**src/rtl/tl_ul_sram_responder_if.sv**
```systemverilog
// TileLink-UL channel A/D bundle between one master and one responder.
// Ports: none. Members are the A-channel request fields with a_ready, and the
// D-channel response fields with d_ready.
// Modports: master drives A and d_ready; slave drives D and a_ready.
interface tl_ul_sram_responder_if #(
  parameter int SOURCE_W = 4
);
  logic                a_valid;
  logic                a_ready;
  logic [2:0]          a_opcode;
  logic [2:0]          a_param;
  logic [2:0]          a_size;
  logic [SOURCE_W-1:0] a_source;
  logic [31:0]         a_address;
  logic [3:0]          a_mask;
  logic [31:0]         a_data;

  logic                d_valid;
  logic                d_ready;
  logic [2:0]          d_opcode;
  logic [1:0]          d_param;
  logic [2:0]          d_size;
  logic [SOURCE_W-1:0] d_source;
  logic                d_sink;
  logic                d_denied;
  logic [31:0]         d_data;
  logic                d_corrupt;

  modport master (
    output a_valid, a_opcode, a_param, a_size, a_source, a_address, a_mask, a_data, d_ready,
    input  a_ready, d_valid, d_opcode, d_param, d_size, d_source, d_sink, d_denied, d_data,
           d_corrupt
  );

  modport slave (
    input  a_valid, a_opcode, a_param, a_size, a_source, a_address, a_mask, a_data, d_ready,
    output a_ready, d_valid, d_opcode, d_param, d_size, d_source, d_sink, d_denied, d_data,
           d_corrupt
  );
endinterface

```
**src/rtl/tl_ul_sram_responder.sv**
```systemverilog
// TileLink-UL single-beat responder backed by a DEPTH x 32-bit register file.
// Ports:
//   clk_i  - rising-edge clock
//   rst_ni - asynchronous active-low reset (empties queue, zeroes memory)
//   tl     - slave side of the A/D channel bundle
// Requests are decoded when A fires; the response is pushed into a 2-entry
// FIFO whose head drives channel D, so D fields hold while stalled.
module tl_ul_sram_responder #(
  parameter logic [31:0] BASE_ADDR = 32'h0000_0000,
  parameter int          DEPTH     = 16,
  parameter int          SOURCE_W  = 4
) (
  input logic                   clk_i,
  input logic                   rst_ni,
  tl_ul_sram_responder_if.slave tl
);

  localparam int IDX_W = (DEPTH > 1) ? $clog2(DEPTH) : 1;

  localparam logic [2:0] OP_PUT_FULL = 3'd0;
  localparam logic [2:0] OP_PUT_PART = 3'd1;
  localparam logic [2:0] OP_GET      = 3'd4;
  localparam logic [2:0] D_ACK       = 3'd0;
  localparam logic [2:0] D_ACK_DATA  = 3'd1;

  typedef struct packed {
    logic [2:0]          opcode;
    logic [2:0]          size;
    logic [SOURCE_W-1:0] source;
    logic                denied;
    logic [31:0]         data;
  } rsp_t;

  logic [31:0] mem_q [DEPTH];
  rsp_t        fifo_q [2];
  logic [1:0]  count_q, count_d;
  logic        wr_ptr_q, rd_ptr_q;
  // Holds a_ready low until the first clock edge after reset release.
  logic        live_q;

  logic [32:0]      addr_ext_s, base_ext_s, limit_ext_s;
  logic [31:0]      offset_s;
  logic [IDX_W-1:0] idx_s;
  logic             in_range_s, op_ok_s, is_get_s, legal_s;
  logic             a_fire_s, d_fire_s;
  rsp_t             rsp_new_s, head_s;

  // Request decode: range check in 33 bits so BASE+DEPTH*4 cannot wrap.
  always_comb begin
    addr_ext_s  = {1'b0, tl.a_address};
    base_ext_s  = {1'b0, BASE_ADDR};
    limit_ext_s = base_ext_s + 33'(DEPTH * 4);
    in_range_s  = (addr_ext_s >= base_ext_s) && (addr_ext_s < limit_ext_s);
    offset_s    = tl.a_address - BASE_ADDR;
    idx_s       = offset_s[IDX_W+1:2];
    case (tl.a_opcode)
      OP_PUT_FULL, OP_PUT_PART, OP_GET: op_ok_s = 1'b1;
      default:                          op_ok_s = 1'b0;
    endcase
    is_get_s = (tl.a_opcode == OP_GET);
    legal_s  = in_range_s && (tl.a_size <= 3'd2) && op_ok_s;

    rsp_new_s.opcode = is_get_s ? D_ACK_DATA : D_ACK;
    rsp_new_s.size   = tl.a_size;
    rsp_new_s.source = tl.a_source;
    rsp_new_s.denied = !legal_s;
    if (is_get_s && legal_s) begin
      rsp_new_s.data = mem_q[idx_s];
    end else begin
      rsp_new_s.data = 32'h0000_0000;
    end
  end

  // The d_ready -> a_ready path lets a full queue accept while its head drains.
  assign tl.a_ready = live_q && ((count_q < 2'd2) || ((count_q == 2'd2) && tl.d_ready));
  assign a_fire_s   = tl.a_valid && tl.a_ready;
  assign d_fire_s   = tl.d_valid && tl.d_ready;
  assign count_d    = count_q + {1'b0, a_fire_s} - {1'b0, d_fire_s};

  // Response FIFO state: pointers toggle (mod 2), count tracks occupancy.
  always_ff @(posedge clk_i or negedge rst_ni) begin
    if (!rst_ni) begin
      count_q  <= 2'd0;
      wr_ptr_q <= 1'b0;
      rd_ptr_q <= 1'b0;
      live_q   <= 1'b0;
      for (int i = 0; i < 2; i++) begin
        fifo_q[i] <= '0;
      end
    end else begin
      live_q  <= 1'b1;
      count_q <= count_d;
      if (a_fire_s) begin
        fifo_q[wr_ptr_q] <= rsp_new_s;
        wr_ptr_q         <= ~wr_ptr_q;
      end
      if (d_fire_s) begin
        rd_ptr_q <= ~rd_ptr_q;
      end
    end
  end

  // Memory: byte-masked write for legal Puts at the A fire edge.
  always_ff @(posedge clk_i or negedge rst_ni) begin
    if (!rst_ni) begin
      for (int i = 0; i < DEPTH; i++) begin
        mem_q[i] <= 32'h0000_0000;
      end
    end else if (a_fire_s && legal_s && !is_get_s) begin
      for (int b = 0; b < 4; b++) begin
        if (tl.a_mask[b]) begin
          mem_q[idx_s][8*b +: 8] <= tl.a_data[8*b +: 8];
        end
      end
    end
  end

  // D channel: head entry, forced to zero whenever no response is pending.
  assign head_s       = fifo_q[rd_ptr_q];
  assign tl.d_valid   = (count_q != 2'd0);
  assign tl.d_opcode  = tl.d_valid ? head_s.opcode : 3'd0;
  assign tl.d_size    = tl.d_valid ? head_s.size : 3'd0;
  assign tl.d_source  = tl.d_valid ? head_s.source : {SOURCE_W{1'b0}};
  assign tl.d_denied  = tl.d_valid && head_s.denied;
  assign tl.d_data    = tl.d_valid ? head_s.data : 32'h0000_0000;
  assign tl.d_corrupt = tl.d_valid && head_s.denied && (head_s.opcode == D_ACK_DATA);
  assign tl.d_param   = 2'd0;
  assign tl.d_sink    = 1'b0;

  // a_param is ignored; untouched offset bits are alignment/out-of-range bits.
  logic unused_s;
  assign unused_s = ^{tl.a_param, offset_s};

endmodule

```
**src/flat_wrapper.sv**
```systemverilog
// flat-port wrapper written by rule: the top's interface ports become plain ports
module tl_ul_sram_responder_flat 
#(
  parameter logic [31:0] BASE_ADDR = 32'h0000_0000,
  parameter int          DEPTH     = 16,
  parameter int          SOURCE_W  = 4
)
  (clk_i, rst_ni, tl_a_valid, tl_a_opcode, tl_a_param, tl_a_size, tl_a_source, tl_a_address, tl_a_mask, tl_a_data, tl_d_ready, tl_a_ready, tl_d_valid, tl_d_opcode, tl_d_param, tl_d_size, tl_d_source, tl_d_sink, tl_d_denied, tl_d_data, tl_d_corrupt);
  tl_ul_sram_responder_if #(.SOURCE_W(SOURCE_W)) tl_i ();
  input logic clk_i;
  input logic rst_ni;
  input wire logic [$bits(tl_i.a_valid)-1:0] tl_a_valid;
  input wire logic [$bits(tl_i.a_opcode)-1:0] tl_a_opcode;
  input wire logic [$bits(tl_i.a_param)-1:0] tl_a_param;
  input wire logic [$bits(tl_i.a_size)-1:0] tl_a_size;
  input wire logic [$bits(tl_i.a_source)-1:0] tl_a_source;
  input wire logic [$bits(tl_i.a_address)-1:0] tl_a_address;
  input wire logic [$bits(tl_i.a_mask)-1:0] tl_a_mask;
  input wire logic [$bits(tl_i.a_data)-1:0] tl_a_data;
  input wire logic [$bits(tl_i.d_ready)-1:0] tl_d_ready;
  output wire logic [$bits(tl_i.a_ready)-1:0] tl_a_ready;
  output wire logic [$bits(tl_i.d_valid)-1:0] tl_d_valid;
  output wire logic [$bits(tl_i.d_opcode)-1:0] tl_d_opcode;
  output wire logic [$bits(tl_i.d_param)-1:0] tl_d_param;
  output wire logic [$bits(tl_i.d_size)-1:0] tl_d_size;
  output wire logic [$bits(tl_i.d_source)-1:0] tl_d_source;
  output wire logic [$bits(tl_i.d_sink)-1:0] tl_d_sink;
  output wire logic [$bits(tl_i.d_denied)-1:0] tl_d_denied;
  output wire logic [$bits(tl_i.d_data)-1:0] tl_d_data;
  output wire logic [$bits(tl_i.d_corrupt)-1:0] tl_d_corrupt;
  assign tl_i.a_valid = tl_a_valid;
  assign tl_i.a_opcode = tl_a_opcode;
  assign tl_i.a_param = tl_a_param;
  assign tl_i.a_size = tl_a_size;
  assign tl_i.a_source = tl_a_source;
  assign tl_i.a_address = tl_a_address;
  assign tl_i.a_mask = tl_a_mask;
  assign tl_i.a_data = tl_a_data;
  assign tl_i.d_ready = tl_d_ready;
  assign tl_a_ready = tl_i.a_ready;
  assign tl_d_valid = tl_i.d_valid;
  assign tl_d_opcode = tl_i.d_opcode;
  assign tl_d_param = tl_i.d_param;
  assign tl_d_size = tl_i.d_size;
  assign tl_d_source = tl_i.d_source;
  assign tl_d_sink = tl_i.d_sink;
  assign tl_d_denied = tl_i.d_denied;
  assign tl_d_data = tl_i.d_data;
  assign tl_d_corrupt = tl_i.d_corrupt;
  tl_ul_sram_responder #(.BASE_ADDR(BASE_ADDR), .DEPTH(DEPTH), .SOURCE_W(SOURCE_W)) u_core (.clk_i(clk_i), .rst_ni(rst_ni), .tl(tl_i));
endmodule
```
**config.mk**
```make
export PLATFORM = sky130hd
export DESIGN_NAME = tl_ul_sram_responder_flat
export DESIGN_NICKNAME = d
export VERILOG_FILES = /design/src/rtl/tl_ul_sram_responder_if.sv /design/src/rtl/tl_ul_sram_responder.sv /design/src/flat_wrapper.sv
export SDC_FILE = /design/constraint.sdc
export NUM_CORES = 1
export LEC_CHECK = 0
export ABC_AREA = 1
export CORE_AREA = 5 5 380 382
export CTS_BUF_LIST = sky130_fd_sc_hd__clkbuf_8
export CTS_CLUSTER_DIAMETER = 120
export DETAILED_ROUTE_END_ITERATION = 8
export DIE_AREA = 0 0 385 387
export GPL_ROUTABILITY_DRIVEN = 0
export GPL_TIMING_DRIVEN = 1
export PLACE_DENSITY = 0.49
export SYNTH_ARGS = -nofsm -noshare
export SYNTH_HDL_FRONTEND = slang
export SYNTH_SLANG_ARGS = --single-unit
```
**constraint.sdc**
```tcl
create_clock -name clk_i -period 2.7 [get_ports clk_i]
set_clock_uncertainty 0.2 [all_clocks]
set_input_delay 0.54 -clock clk_i [delete_from_list [all_inputs] [get_ports clk_i]]
set_output_delay 0.54 -clock clk_i [all_outputs]
set_load 0.005 [all_outputs]
```
==> results of run 1 <==
stage by stage:
stage,utilization,cell area (sq um),cells
detailed placement,0.266,37500,6472
floorplan,-,32000,4434
finish,0.286,40200,6702
global route,0.285,40200,6698
global placement,0.266,37500,6472
CTS,0.284,39900,6689
power by group:
group	internal (uW)	switching (uW)	total [uW]
clock network	4910	4100	9000
logic	1710	2570	4280
registers	9140	103	9250
state kept, by name, summed over array words and instances, names as in the netlist:
name,cells
u_core.rd_ptr_q,1
u_core.count_q,2
u_core.fifo_q,82
u_core.mem_q,512
u_core.live_q,1
u_core.wr_ptr_q,1
final cells by class:
cell class              instances  share of cell area
diodes                          5            0.000311
multi-input cells            3385               0.380
flip-flops and latches        599               0.373
clock inverters                48             0.00539
clock buffers                 150              0.0514
inverters                     174              0.0169
repair buffers                451               0.114
well taps                    1890              0.0588
cells in the final DEF (no fill, tap or decap), types with 4 or more instances in the layout:
cell type and instances:
o21ai_2 4, inv_6 4, nand4_4 60, nand4_1 132, nor2_2 18, dfrtp_1 597
conb_1 6, o21ai_0 229, inv_2 9, clkbuf_16 4, inv_1 187, buf_2 40
diode_2 5, nor3_1 129, buf_4 239, nand2_1 2262, nand3_1 64, clkbuf_8 150
clkinv_2 14, buf_6 6, a21oi_2 19, nor2_4 38, clkdlybuf4s50_1 72, nor2_1 381
buf_8 4, a21oi_1 20, buf_12 72
repair_timing:
action	CTS	global route
setup endpoints to repair	44	16
setup buffers	12	4
pin swaps	3	8
gates cloned	4	4
hold endpoints to repair	399	0
resized for setup	205	36
hold buffers	3	0
routing by layer:
metal / track usage / wire length [um] / share of wire
met3: 0.0198 / 6110 / 0.053
met5: 0 / 27 / 0.00024
met1: 0.209 / 52800 / 0.46
met4: 0.0448 / 2940 / 0.026
met2: 0.242 / 52500 / 0.46
worst reg2reg max path, stage by stage, from the launching register on:
cell and delay [ps]:
dfrtp_1 410, buf_4 150, inv_2 50, nand2_1 50
nand2_1 70, nand3_2 160, nor2_4 150, buf_12 200
nand3_4 140, buf_12 160, nor2_2 300, nand2_1 100
nand2_1 80
cells by family after synthesis:
family	synth area share
simple gates	0.425
xor+xnor	0.000821
flops	0.468
fa+ha+maj	0.000781
mux	0.000313
other cells	0.000235
compound gates	0.0431
buf+inv	0.0615
worst max path at each step:
| stage | end | slack (ps) | depth (start not counted) |
|---|---|---|---|
| floorplan | u_core.mem_q[184]$_DFFE_PN0P_ | 620 | 10 |
| global placement | u_core.mem_q[180]$_DFFE_PN0P_ | -210 | 9 |
| detailed placement | u_core.mem_q[178]$_DFFE_PN0P_ | -230 | 9 |
| CTS | tl_d_corrupt | -140 | 5 |
| global route | tl_d_corrupt | -70 | 6 |
| finish | tl_d_data[12] | 20 | 7 |
==> summary.txt, run 1 <==
Status -> completed
# rows -> 138
RSZ-0062 raised after global routing -> yes
Clock Path Buffers -> 3
Synth cell count leaders -> nand2_1 (2,266), dfrtp_1 (599), nor2_1 (386)
Post-Synthesis Cells -> 4,430
Max Cap Viol -> 0
R2r endpoint -> u_core.mem_q[458]$_DFFE_PN0P_
CP max-delay cell -> dfrtp_2
Max Fclk -> 0.372 GHz
Final Critical Period -> 2680 ps
Vias in the first global route -> 28,800
RR Startpoint -> u_core.count_q[0]$_DFF_PN0_
Syn avg cell area -> 7.23 sq um
Clk_lat worst skew -> 750 ps
Reg2reg setup slack -> 440 ps
Die X -> 385 um
Avg Vias per Cell -> 4.43
WL final -> 114,000 um
Number of port buffers -> 123
Final Slew Violations -> 0
Critical path's top delay family -> buffers and inverters
Slew @ Worst Pin -> 986 ps
Global-route wire length before repair -> 176,000 um
Register area -> 0.0150 sq mm
Largest net degree at the start of global routing -> 92
Starting density of the core -> 0.228
Critical path buffers and inverters -> 5
Setup violators final -> 0
Synth area leader -> dfrtp_1
Count leader, synth -> nand2_1
Hold Path Depth -> 4
Num ports -> 134
Period utilisation layout -> 0.994
VDD IR max -> 0.000421 V
Worst EP arrival -> 1940 ps
Overall die height -> 387 um
CP startpoint -> u_core.rd_ptr_q$_DFFE_PN0P_
Setup_tns -> 0 ps
Synth top area cells -> dfrtp_1 (47%), nand2_1 (27%), nor2_1 (4.5%)
Req. time, crit path -> 1960 ps
Residual DRC -> 0
Lkg Pwr -> 0.0211 uW
P per Cell Area -> 561 mW/mm^2
Core box area -> 0.141 sq mm
Routed wire length per instance -> 17.1 um
TritonCTS clock tree -> done
FF-to-FF path depth -> 12
Sink Count -> 599
Worst hold path type -> in -> reg
Async S/R FF share, synth -> 1.00
Iter 0 DRT Violations -> 2,503
DR vias -> 29,700
Setup slack after layout -> 15.4 ps
Slowest stage delay, CP -> 440 ps
Post-synth EDFFs -> 0
Startpoint Class -> register
Final Hold Viols -> 0
CP Capture Type -> output pin
Seq cells post-synth -> 599
Worst-path clk slew -> 60 ps
Grt ovf -> 0
Dpl ws -> -226 ps
Yosys warning count -> 0
Area grow syn2layout -> 25.5%
Sequential share of the synthesized area -> 0.468
Cell Area, Synth -> 0.0320 sq mm
Hold_sp -> tl_a_mask[1]
Post-DRT Antenna Nets -> 0
Num CTS Buffers -> 107
WS Path Type -> reg -> out
Initial antenna violation count -> 8
Final hold slack -> 137 ps
Library cells used by synthesis -> 32
Area fraction of the dominant cell type after synthesis -> 0.468
Detailed Place HPWL -> 75,700 um
Top_reg_cell synth -> dfrtp_1
FILL cells -> 15,300
Die ar. -> 0.149 sq mm
H-tree depth -> 3
CP cell instances -> buf_6, clkinv_8, buf_12, clkbuf_16, nand2_1, a21oi_1, buf_2
Total power -> 22,500 uW
Hold EP -> u_core.mem_q[200]$_DFFE_PN0P_
Root Driver -> clkbuf_8
Area of the multi-input gates -> 0.0153 sq mm
Layout cells sized above 1 -> 0.148
Total track usage -> 0.150
Relative slew slack -> 0.342
Nets -> 4,805
Crit path max fanout -> 6
Drt pass-1 iters -> 7
No activity file was read; power rests on OpenSTA's default activity.
==> run 2, diff against run 1 <==
--- a/config.mk
+++ b/config.mk
@@ -13,7 +13,7 @@
 export DIE_AREA = 0 0 385 387
 export GPL_ROUTABILITY_DRIVEN = 0
 export GPL_TIMING_DRIVEN = 1
-export PLACE_DENSITY = 0.49
+export PLACE_DENSITY = 0.47
 export SYNTH_ARGS = -nofsm -noshare
 export SYNTH_HDL_FRONTEND = slang
 export SYNTH_SLANG_ARGS = --single-unit
==> run 2 against run 1 <==
Total power rose by 0.25%; die area unchanged; sequential share of layout area down 0.095 points; non-clock buffer count is 19 lower; critical path type unchanged; largest power group unchanged.
==> summary.txt, run 2 (synthesized netlist as in run 1, its figures left out) <==
Status -> completed
Area grow syn2layout -> 25.8%
CP startpoint -> u_core.rd_ptr_q$_DFFE_PN0P_
Setup_tns -> 0 ps
Reg2reg setup slack -> 510 ps
Final Critical Period -> 2690 ps
Clock Path Buffers -> 3
Grt ovf -> 0
Setup violators final -> 0
Area of the multi-input gates -> 0.0155 sq mm
Global-route wire length before repair -> 180,000 um
Die X -> 385 um
Commonest non-fill, non-tap cell in the layout -> nand2_1
Iter 0 DRT Violations -> 2,487
Register area -> 0.0150 sq mm
FILL cells -> 15,400
Layout cells sized above 1 -> 0.152
Total power -> 22,600 uW
Worst-path clk slew -> 60 ps
CP Capture Type -> output pin
Commonest non-fill, non-tap cells in the layout -> nand2_1 (2,233), dfrtp_1 (598), nor2_1 (380), o21ai_0 (228), buf_4 (216)
Worst EP arrival -> 1950 ps
FF-to-FF path depth -> 11
Clk_lat worst skew -> 760 ps
Drt pass-1 iters -> 5
Residual DRC -> 0
Max Cap Viol -> 0
Relative slew slack -> 0.310
RSZ-0062 raised after global routing -> yes
Slew @ Worst Pin -> 1030 ps
Largest regs -> u_core.mem_q: 512 flops, u_core.fifo_q: 82 flops, u_core.count_q: 2 flops
R2r endpoint -> u_core.mem_q[423]$_DFFE_PN0P_
Req. time, crit path -> 1960 ps
Total track usage -> 0.154
Sink Count -> 599
VDD IR max -> 0.000491 V
RR Startpoint -> u_core.count_q[1]$_DFF_PN0_
Root Driver -> clkbuf_8
Num ports -> 134
WS Path Type -> reg -> out
DR vias -> 29,600
Top reg by flops -> u_core.mem_q
Final Hold Viols -> 0
Worst hold path type -> in -> async
WL final -> 117,000 um
Final hold slack -> 116 ps
Avg Vias per Cell -> 4.43
Max FFs per register -> 512
Period utilisation layout -> 0.997
Core box area -> 0.141 sq mm
P per Cell Area -> 561 mW/mm^2
Post-DRT Antenna Nets -> 0
Overall die height -> 387 um
Final Slew Violations -> 0
Nets -> 4,789
Crit path max fanout -> 6
Number of port buffers -> 123
Initial antenna violation count -> 7
Max Fclk -> 0.371 GHz
Vias in the first global route -> 29,000
Startpoint Class -> register
H-tree depth -> 3
Routed wire length per instance -> 17.4 um
# rows -> 138
Detailed Place HPWL -> 76,500 um
Die ar. -> 0.149 sq mm
Largest net degree at the start of global routing -> 84
TritonCTS clock tree -> done
Crit path capture -> tl_d_data[30]
Lkg Pwr -> 0.0212 uW
Starting density of the core -> 0.228
Num CTS Buffers -> 110
run 2: cell types whose count changed in the layout (fill, tap and decap cells not counted), sizes merged, moves of 4 or more:
cell	delta
clkbuf	-12
buf	-8
inv	+8
clkinv	-4
run 2: how the worst min path moves through the flow:
stage                                        from                       endpoint  slack, ps  cells past startpoint
floorplan                                  rst_ni    u_core.count_q[0]$_DFF_PN0_         40                      0
CTS                                  tl_a_mask[0]  u_core.mem_q[224]$_DFFE_PN0P_         30                      4
global placement    u_core.fifo_q[78]$_DFFE_PN0P_  u_core.fifo_q[78]$_DFFE_PN0P_        250                      2
detailed placement  u_core.fifo_q[82]$_DFFE_PN0P_  u_core.fifo_q[82]$_DFFE_PN0P_        250                      2
finish                                     rst_ni  u_core.fifo_q[38]$_DFFE_PN0P_        120                      2
global route                         tl_a_mask[0]  u_core.mem_q[160]$_DFFE_PN0P_         80                      4
run 2: layer usage:
| layer | global-route usage | wire length [um] | vias to the layer above |
|---|---|---|---|
| met3 | 0.0220 | 6350 | 162 |
| met1 | 0.218 | 54000 | 14200 |
| met5 | 0 | 13 | - |
| li1 | - | - | 14400 |
| met4 | 0.0462 | 3020 | 2 |
| met2 | 0.244 | 53200 | 774 |
run 2: cell type report:
class | instances | share of cell area
antenna | 3 | 0.000186
clock inverter | 55 | 0.00705
tap | 1890 | 0.0587
inverter | 174 | 0.0166
multi-input combinational | 3385 | 0.385
sequential | 599 | 0.372
timing repair buffer | 432 | 0.111
clock buffer | 144 | 0.0492
run 2: metrics by stage:
stage               cell area, sq um  cells  setup WS [ps]  utilization
floorplan                      32000   4434            617            -
global placement               37400   6457           -358        0.266
detailed placement             37400   6457           -407        0.266
CTS                            40200   6679           -139        0.285
global route                   40300   6680          -99.9        0.286
finish                         40300   6682           7.51        0.286
run 2: power by group:
| group | internal (uW) | switching, uW |
|---|---|---|
| Clock | 4910 | 4100 |
| Combinational | 1650 | 2670 |
| Sequential | 9140 | 115 |
run 2: timing repair:
item / CTS / global route
hold buffers: 1 / 0
setup endpoints to repair: 44 / 39
cloned: 5 / 1
pin swaps: 22 / 15
hold endpoints to repair: 446 / 0
resized for setup: 281 / 38
setup buffers: 18 / 2
run 2: worst max-delay path, stage by stage, from the launching register on:
cell and delay [ps]:
dfrtp_2 450, buf_12 130, buf_12 120, buf_12 140, nand2_4 60, a21oi_4 160, buf_2 140
==> run 3, diff against run 2 <==
==> constraint.sdc (replaced) <==
create_clock -name clk_i -period 3.2 [get_ports clk_i]
set_clock_uncertainty 0.2 [all_clocks]
set_input_delay 0.64 -clock clk_i [delete_from_list [all_inputs] [get_ports clk_i]]
set_output_delay 0.64 -clock clk_i [all_outputs]
set_load 0.005 [all_outputs]
==> run 3 against run 2 <==
Non-clock buffer count shrank 117; setup slack gained 110 ps; sequential power shrank 16%; count of clock-buffer cells in the layout is the same; flip-flop and latch count is the same; clock power shrank 14%; critical path type unchanged; via count shrank 2.2%; critical path depth shrank 1.
==> summary.txt, run 3 (synthesized netlist as in run 1, its figures left out) <==
Worst hold path type -> in -> async
TritonCTS clock tree -> done
Slew @ Worst Pin -> 885 ps
Layout cells sized above 1 -> 0.109
Final Critical Period -> 3080 ps
RR Startpoint -> u_core.count_q[0]$_DFF_PN0_
Register area -> 0.0150 sq mm
Clock Path Buffers -> 3
Final Slew Violations -> 0
H-tree depth -> 3
Dpl ws -> 16.2 ps
Overall die height -> 387 um
Clk_lat worst skew -> 760 ps
Grt ovf -> 0
CP cell instances -> inv_2, buf_12, nand2_1, a21oi_1, clkdlybuf4s50_1
Lkg Pwr -> 0.0202 uW
Total power -> 18,300 uW
CP max-delay cell -> clkdlybuf4s50_1
CP startpoint -> u_core.rd_ptr_q$_DFFE_PN0P_
Global-route wire length before repair -> 177,000 um
Period utilisation layout -> 0.962
WL final -> 115,000 um
Post-DRT Antenna Nets -> 0
Post-CTS setup buffers -> 0
Area grow syn2layout -> 20.8%
FILL cells -> 15,400
VDD IR max -> 0.000299 V
Initial antenna violation count -> 7
Core box area -> 0.141 sq mm
Routed wire length per instance -> 17.5 um
Starting density of the core -> 0.228
Die X -> 385 um
Worst EP arrival -> 2240 ps
Root Driver -> clkbuf_8
# rows -> 138
Relative slew slack -> 0.408
Avg Vias per Cell -> 4.41
Area of the multi-input gates -> 0.0151 sq mm
Num CTS Buffers -> 108
Worst-path clk slew -> 70 ps
Req. time, crit path -> 2360 ps
Slowest stage delay, CP -> 540 ps
Status -> completed
P per Cell Area -> 473 mW/mm^2
Sink Count -> 599
Top reg by flops -> u_core.mem_q
Vias in the first global route -> 28,200
Largest regs -> u_core.mem_q: 512 flops, u_core.fifo_q: 82 flops, u_core.count_q: 2 flops
Commonest non-fill, non-tap cells in the layout -> nand2_1 (2,266), dfrtp_1 (598), nor2_1 (382), o21ai_0 (235), inv_1 (190)
RSZ-0062 raised after global routing -> no
Commonest non-fill, non-tap cell in the layout -> nand2_1
Number of port buffers -> 123
Drt pass-1 iters -> 5
WS Path Type -> reg -> out
Residual DRC -> 0
Crit path max fanout -> 19
Final Hold Viols -> 0
Setup violators final -> 0
CP Capture Type -> output pin
Max FFs per register -> 512
Max Fclk -> 0.325 GHz
Detailed Place HPWL -> 75,100 um
DR vias -> 28,900
Setup slack after layout -> 122 ps
Nets -> 4,670
Total track usage -> 0.151
Startpoint Class -> register
Die ar. -> 0.149 sq mm
Max Cap Viol -> 0
Num ports -> 134
Largest net degree at the start of global routing -> 103
Iter 0 DRT Violations -> 2,494
-- run 3: power by group --
group,leakage [uW],switching [uW],total (uW),internal [uW]
Combinational,0.0105,1900,2790,884
Clock,0.00134,3470,7730,4260
Sequential,0.00833,72.8,7790,7710
Total,0.0202,5450,18300,12900
-- run 3: layout make-up --
cell class	instances	area share
repair buffers	315	0.0824
clock inverters	59	0.00893
well taps	1890	0.0611
clock buffers	144	0.0512
diodes	4	0.000259
multi-input cells	3385	0.391
inverters	174	0.0171
flip-flops and latches	599	0.388
-- run 3: worst max-delay path, delay by kind of cell (launching register included) --
family	cells	cell delay (ps)
simple gates	1	60
flops	1	430
compound gates	1	190
buf+inv	3	810
-- run 3: worst paths after layout --
path                                                  to  slack [ps]  cells past startpoint
setup / recovery                            tl_d_data[7]         120                      5
hold / removal             u_core.mem_q[307]$_DFFE_PN0P_         260                      2
setup reg to reg           u_core.mem_q[387]$_DFFE_PN0P_         890                     10
hold reg to reg            u_core.fifo_q[82]$_DFFE_PN0P_         270                      2
max in group asynchronous  u_core.mem_q[111]$_DFFE_PN0P_        1550                      3
min in group clk_i         u_core.fifo_q[82]$_DFFE_PN0P_         270                      2
-- run 3: through the flow --
stage | instances | util | hold WS [ps] | setup TNS [ps] | instance area (sq um)
global route | 6567 | 0.275 | 249 | 0 | 38700
finish | 6570 | 0.275 | 260 | 0 | 38700
global placement | 6362 | 0.258 | 248 | 0 | 36300
CTS | 6566 | 0.275 | 179 | -52.5 | 38700
detailed placement | 6362 | 0.258 | 253 | 0 | 36300
floorplan | 4434 | - | 144 | 0 | 32000
-- run 3: timing repair --
action | in CTS | in global routing
endpoints found under the setup margin | 15 | 24
endpoints found under the hold margin | 56 | 0
resized for setup | 11 | 6
hold buffers | 1 | 0
-- run 3: metal layers --
metal	global-route usage	wire length (um)	vias to the layer above
li1	-	-	14200
met1	0.213	53700	13900
met2	0.243	52600	712
met3	0.0184	5430	159
met4	0.0435	2980	2
met5	0	13	-
